File: config.mk
export PLATFORM = sky130hd
export DESIGN_NAME = hazard_ctrl
export DESIGN_NICKNAME = d
export VERILOG_FILES = /design/src/rtl/hazard_ctrl.sv
export SDC_FILE = /design/constraint.sdc
export NUM_CORES = 1
export LEC_CHECK = 0
export ABC_AREA = 1
export CORE_MARGIN = 5
export CORE_UTILIZATION = 30
export CTS_CLUSTER_DIAMETER = 30
export DETAILED_ROUTE_END_ITERATION = 10
export GPL_ROUTABILITY_DRIVEN = 0
export SYNTH_ARGS = -nofsm -noshare
export SYNTH_HDL_FRONTEND = slang
export SYNTH_SLANG_ARGS = --single-unit
File: constraint.sdc
create_clock -name clk -period 2.25 [get_ports clk]
set_clock_uncertainty 0.2 [all_clocks]
set_input_delay 0.45 -clock clk [delete_from_list [all_inputs] [get_ports clk]]
set_output_delay 0.45 -clock clk [all_outputs]
set_load 0.01 [all_outputs]
File: src/rtl/hazard_ctrl.sv
// Hazard/flush controller for the 5-stage pipeline: forwarding selects, load-use and control-flow
// bubbles, memory-wait freeze with timeout FSM, and saturating stall/flush counters.
module hazard_ctrl #(
    parameter int ADDR_WIDTH = 5,
    parameter int MAX_WAIT   = 15,
    parameter int STAT_WIDTH = 16
) (
    input  logic                  clk,
    input  logic                  reset,
    input  logic [ADDR_WIDTH-1:0] Rs1D,
    input  logic [ADDR_WIDTH-1:0] Rs2D,
    input  logic [ADDR_WIDTH-1:0] Rs1E,
    input  logic [ADDR_WIDTH-1:0] Rs2E,
    input  logic [ADDR_WIDTH-1:0] RdE,
    input  logic [1:0]            ResultSrcE,
    input  logic                  PCSrcE,
    input  logic                  RegWriteM,
    input  logic [ADDR_WIDTH-1:0] RdM,
    input  logic                  RegWriteW,
    input  logic [ADDR_WIDTH-1:0] RdW,
    input  logic                  MemReqM,
    input  logic                  MemReadyM,
    input  logic                  stat_clr,
    output logic                  StallF,
    output logic                  StallD,
    output logic                  StallE,
    output logic                  StallM,
    output logic                  FlushD,
    output logic                  FlushE,
    output logic [1:0]            ForwardAE,
    output logic [1:0]            ForwardBE,
    output logic                  mem_timeout,
    output logic [STAT_WIDTH-1:0] stall_cycles,
    output logic [STAT_WIDTH-1:0] flush_count
);

    localparam int WCW = (MAX_WAIT < 1) ? 1 : $clog2(MAX_WAIT + 1);
    localparam logic [WCW-1:0]        WAIT_MAX = WCW'(MAX_WAIT);
    localparam logic [STAT_WIDTH-1:0] STAT_MAX = '1;

    typedef enum logic [1:0] {
        RUN      = 2'b00,
        MEM_WAIT = 2'b01,
        ERROR    = 2'b10
    } state_t;

    state_t                state_q, state_d;
    logic [WCW-1:0]        wait_cnt_q, wait_cnt_d;
    logic                  mem_timeout_q, mem_timeout_d;
    logic [STAT_WIDTH-1:0] stall_cycles_q, stall_cycles_d;
    logic [STAT_WIDTH-1:0] flush_count_q, flush_count_d;

    logic memwait;
    logic lw_stall;
    logic freeze;

    // Memory stage has priority over writeback because it holds the younger result.
    function automatic logic [1:0] fwd_sel(
        input logic [ADDR_WIDTH-1:0] rs,
        input logic                  wr_m,
        input logic [ADDR_WIDTH-1:0] rd_m,
        input logic                  wr_w,
        input logic [ADDR_WIDTH-1:0] rd_w
    );
        logic [1:0] sel;
        sel = 2'b00;
        if (wr_m && (rd_m != '0) && (rd_m == rs)) begin
            sel = 2'b10;
        end else if (wr_w && (rd_w != '0) && (rd_w == rs)) begin
            sel = 2'b01;
        end
        return sel;
    endfunction

    function automatic logic [STAT_WIDTH-1:0] sat_inc(
        input logic [STAT_WIDTH-1:0] cnt,
        input logic                  clr,
        input logic                  inc
    );
        logic [STAT_WIDTH-1:0] nxt;
        nxt = cnt;
        if (clr) begin
            nxt = '0;
        end else if (inc && (cnt != STAT_MAX)) begin
            nxt = cnt + STAT_WIDTH'(1);
        end
        return nxt;
    endfunction

    assign memwait  = MemReqM && !MemReadyM;
    assign lw_stall = (ResultSrcE == 2'b01) && (RdE != '0) && ((RdE == Rs1D) || (RdE == Rs2D));
    assign freeze   = memwait || (state_q == ERROR);

    // Hazard outputs are forced low while reset is asserted.
    always_comb begin
        StallF    = 1'b0;
        StallD    = 1'b0;
        StallE    = 1'b0;
        StallM    = 1'b0;
        FlushD    = 1'b0;
        FlushE    = 1'b0;
        ForwardAE = 2'b00;
        ForwardBE = 2'b00;
        if (reset) begin
            ForwardAE = fwd_sel(Rs1E, RegWriteM, RdM, RegWriteW, RdW);
            ForwardBE = fwd_sel(Rs2E, RegWriteM, RdM, RegWriteW, RdW);
            if (freeze) begin
                StallF = 1'b1;
                StallD = 1'b1;
                StallE = 1'b1;
                StallM = 1'b1;
            end else begin
                FlushD = PCSrcE;
                FlushE = PCSrcE || lw_stall;
                StallF = lw_stall && !PCSrcE;
                StallD = lw_stall && !PCSrcE;
            end
        end
    end

    always_comb begin
        state_d    = state_q;
        wait_cnt_d = wait_cnt_q;
        case (state_q)
            RUN: begin
                if (memwait) begin
                    state_d    = MEM_WAIT;
                    wait_cnt_d = WCW'(1);
                end
            end
            MEM_WAIT: begin
                if (!memwait) begin
                    state_d    = RUN;
                    wait_cnt_d = '0;
                end else if (wait_cnt_q == WAIT_MAX) begin
                    state_d = ERROR;
                end else begin
                    wait_cnt_d = wait_cnt_q + WCW'(1);
                end
            end
            ERROR: begin
                state_d = ERROR;
            end
            default: begin
                state_d    = RUN;
                wait_cnt_d = '0;
            end
        endcase
        mem_timeout_d = mem_timeout_q || (state_d == ERROR);
    end

    always_comb begin
        stall_cycles_d = sat_inc(stall_cycles_q, stat_clr, StallF);
        flush_count_d  = sat_inc(flush_count_q, stat_clr, PCSrcE && !freeze);
    end

    always_ff @(posedge clk or negedge reset) begin
        if (!reset) begin
            state_q        <= RUN;
            wait_cnt_q     <= '0;
            mem_timeout_q  <= 1'b0;
            stall_cycles_q <= '0;
            flush_count_q  <= '0;
        end else begin
            state_q        <= state_d;
            wait_cnt_q     <= wait_cnt_d;
            mem_timeout_q  <= mem_timeout_d;
            stall_cycles_q <= stall_cycles_d;
            flush_count_q  <= flush_count_d;
        end
    end

    assign mem_timeout  = mem_timeout_q;
    assign stall_cycles = stall_cycles_q;
    assign flush_count  = flush_count_q;

endmodule

==> results.sh <==
export IMPL_status="finished clean"
export IMPL_syn_nets=476
export IMPL_routed_wl_um=8970
export IMPL_syn_area_mm2=0.00295
export IMPL_grt_pass1_wl_um=14700
export IMPL_drive_gt1_frac=0.215
export IMPL_num_io_pins=88
export IMPL_required_ps=1600
export IMPL_finalCritPeriodShare=0.975
export IMPL_path_class="in2out"
export IMPL_dp_cells=664
export IMPL_synth_edf_count=0
export IMPL_rsz0062_at_grt="no"
export IMPL_netlist_top_cells_count="nand2_1, inv_1, nor2_1"
export IMPL_tightest_slew_ps=518
export IMPL_yosysSeqAreaShare=0.331
export IMPL_p_leak_uw=0.00212
export IMPL_ys_warn_count=0
export IMPL_core_area_mm2=0.00968
export IMPL_fp_dieW_um=109
export IMPL_endpoint_kind="primary output"
export IMPL_vias=3209
export IMPL_grt_overflow=0
export IMPL_vdd_drop_max_v=0.000304
export IMPL_clockBufferDepth=2
export IMPL_ys_flop_type="dfrtp_1"
export IMPL_min_period_ps=2190
export IMPL_synth_most_common_cell="nand2_1"
export IMPL_cts_buffers=5
export IMPL_clock_latency_ps=290
export IMPL_relSlewSlack=0.655
export IMPL_grt_max_degree=40
export IMPL_avgRoutedWirePerCell_um=13.1
export IMPL_ant_nets=0
export IMPL_rows=36
export IMPL_syn_inst=428
export IMPL_cts_reportedPaths_clkPinSlew_ps=90
export IMPL_drtIter0Drc=172
export IMPL_place_ws_ps=-681
export IMPL_cts_root_buffer="clkbuf_8"
export IMPL_fmax_mhz=456
export IMPL_io_buffers=87
export IMPL_total_power_uw=1600
export IMPL_synth_avg_cell_area_um2=6.90
export IMPL_viasPerCell=4.70
export IMPL_synthArstFlopShare=1.00
export IMPL_p_per_area_mw_per_mm2=372
export IMPL_cts_htree_levels=2
export IMPL_cts_tree="built"
export IMPL_postCtsHoldBufs=0
export IMPL_setup_viol=0
export IMPL_synth_area_top_cells="dfrtp_1, nand2_1, inv_1"
export IMPL_finalInstanceArea_mm2=0.00430
export IMPL_die_h_um=109
export IMPL_worstSetupStartpointType="primary input"
export IMPL_yosys_area_top_type="dfrtp_1"
export IMPL_dp_hpwl_um=6710
export IMPL_initial_core_util=0.305
export IMPL_hold_viol=0
export IMPL_antenna_found_initial=1
export IMPL_grt_util_all_layers=0.152
export IMPL_slew_viol_final=0
export IMPL_arrival_ps=1540
export IMPL_post_dp_cell_area_mm2=0.00414
export IMPL_ys_ff_latch=39
export IMPL_area_delta_synth_final_pct=45.7
export IMPL_maxCapViolCount=0
export IMPL_drc=0
export IMPL_netlist_area_leader_share=0.331
export IMPL_firstDrtPassIters=5
export IMPL_synth_distinct_cells=36
export IMPL_final_nets=596
export IMPL_final_util=0.444
export IMPL_finalNonFillerCells=683
export IMPL_clock_sinks=39
export IMPL_hp_class="in2async"
export IMPL_worstPathMaxFanout=5
export IMPL_die_area_mm2=0.0119
export IMPL_grt_pass1_vias=3106
export IMPL_setup_slack_ps=56.0
## flip-flops by register name, summed over array words and instances (netlist names)
signal and cells:
flush_count 16, stall_cycles 16, wait_cnt_q 4, state_q 2, mem_timeout 1
## layout make-up
| cell class | count | area (um^2) |
|---|---|---|
| fillers | 1008 | 5380 |
| clock buffers | 6 | 82.6 |
| repair buffers | 125 | 1020 |
| clock inverters | 2 | 35.0 |
| diodes | 1 | 2.50 |
| multi-input cells | 312 | 1770 |
| inverters | 65 | 245 |
| well taps | 133 | 166 |
| flip-flops and latches | 39 | 976 |
## report_power, final
| part | internal, uW | switching [uW] | leakage (uW) |
|---|---|---|---|
| Combinational | 123 | 150 | 0.00153 |
| Clock | 359 | 263 | 0.0000612 |
| Sequential | 703 | 2.80 | 0.000528 |
## per-layer routing
layer,GRT usage,routed length (um),up-vias
li1,-,-,1633
met1,0.199,4120,1491
met2,0.265,4250,79
met3,0.0278,525,6
met4,0.0267,70,0
met5,0,0,-
## path summary, 6_finish.rpt
kind,cells past startpoint,endpoint,from,slack (ps)
worst max-delay path,8,ForwardAE[0],RdW[1],60
worst min-delay path,2,stall_cycles[15],reset,20
worst max register to register,9,stall_cycles[5],stall_cycles[1],220
worst min register to register,1,mem_timeout,mem_timeout,270
max in group asynchronous,2,flush_count[10],reset,1460
min in group clk,1,mem_timeout,mem_timeout,270
## what timing repair did
| action | CTS | global route |
|---|---|---|
| setup buffers | 8 | 2 |
| cloned | 0 | 0 |
| gates resized for setup | 112 | 48 |
| setup endpoints to repair | 10 | 8 |
| pin swaps | 18 | 29 |
## through the flow
step | setup TNS [ps] | hold WS (ps)
2_1_floorplan | 0 | -45.6
3_3_place_gp | -8840 | 256
3_5_place_dp | -9760 | 262
4_1_cts | 0 | 48.2
5_1_grt | 0 | 83.7
6_report | 0 | 24.4
## cell families after synthesis
logic type                 count (synthesis)  synth area share
DFF                                       39             0.331
xor gates and xnor gates                  33            0.0979
adders and majority gates                  3            0.0127
buffers and inverters                     77             0.108
and+or+nand+nor                          235             0.369
AOI/OAI and AO/OA                         41            0.0814
## layout by cell type (no fill, tap or decap), drive strengths merged, types with 10 or more instances in the layout
cell	instances
nand3	42
clkbuf	24
a21oi	10
clkdlybuf4s50	38
dfrtp	39
inv	63
nand2	100
xor2	23
o21ai	20
xnor2	10
nor2	48
nand4	27
buf	51
dlygate4sd2	12
## worst max-delay path: stages
cell and delay, ps:
dlygate4sd2_1 210, inv_2 60, nand2_1 60, o21ai_0 90
nor4_2 270, nand3_1 130, a21oi_2 130, buf_2 140
(Power assumes the default switching activity.)
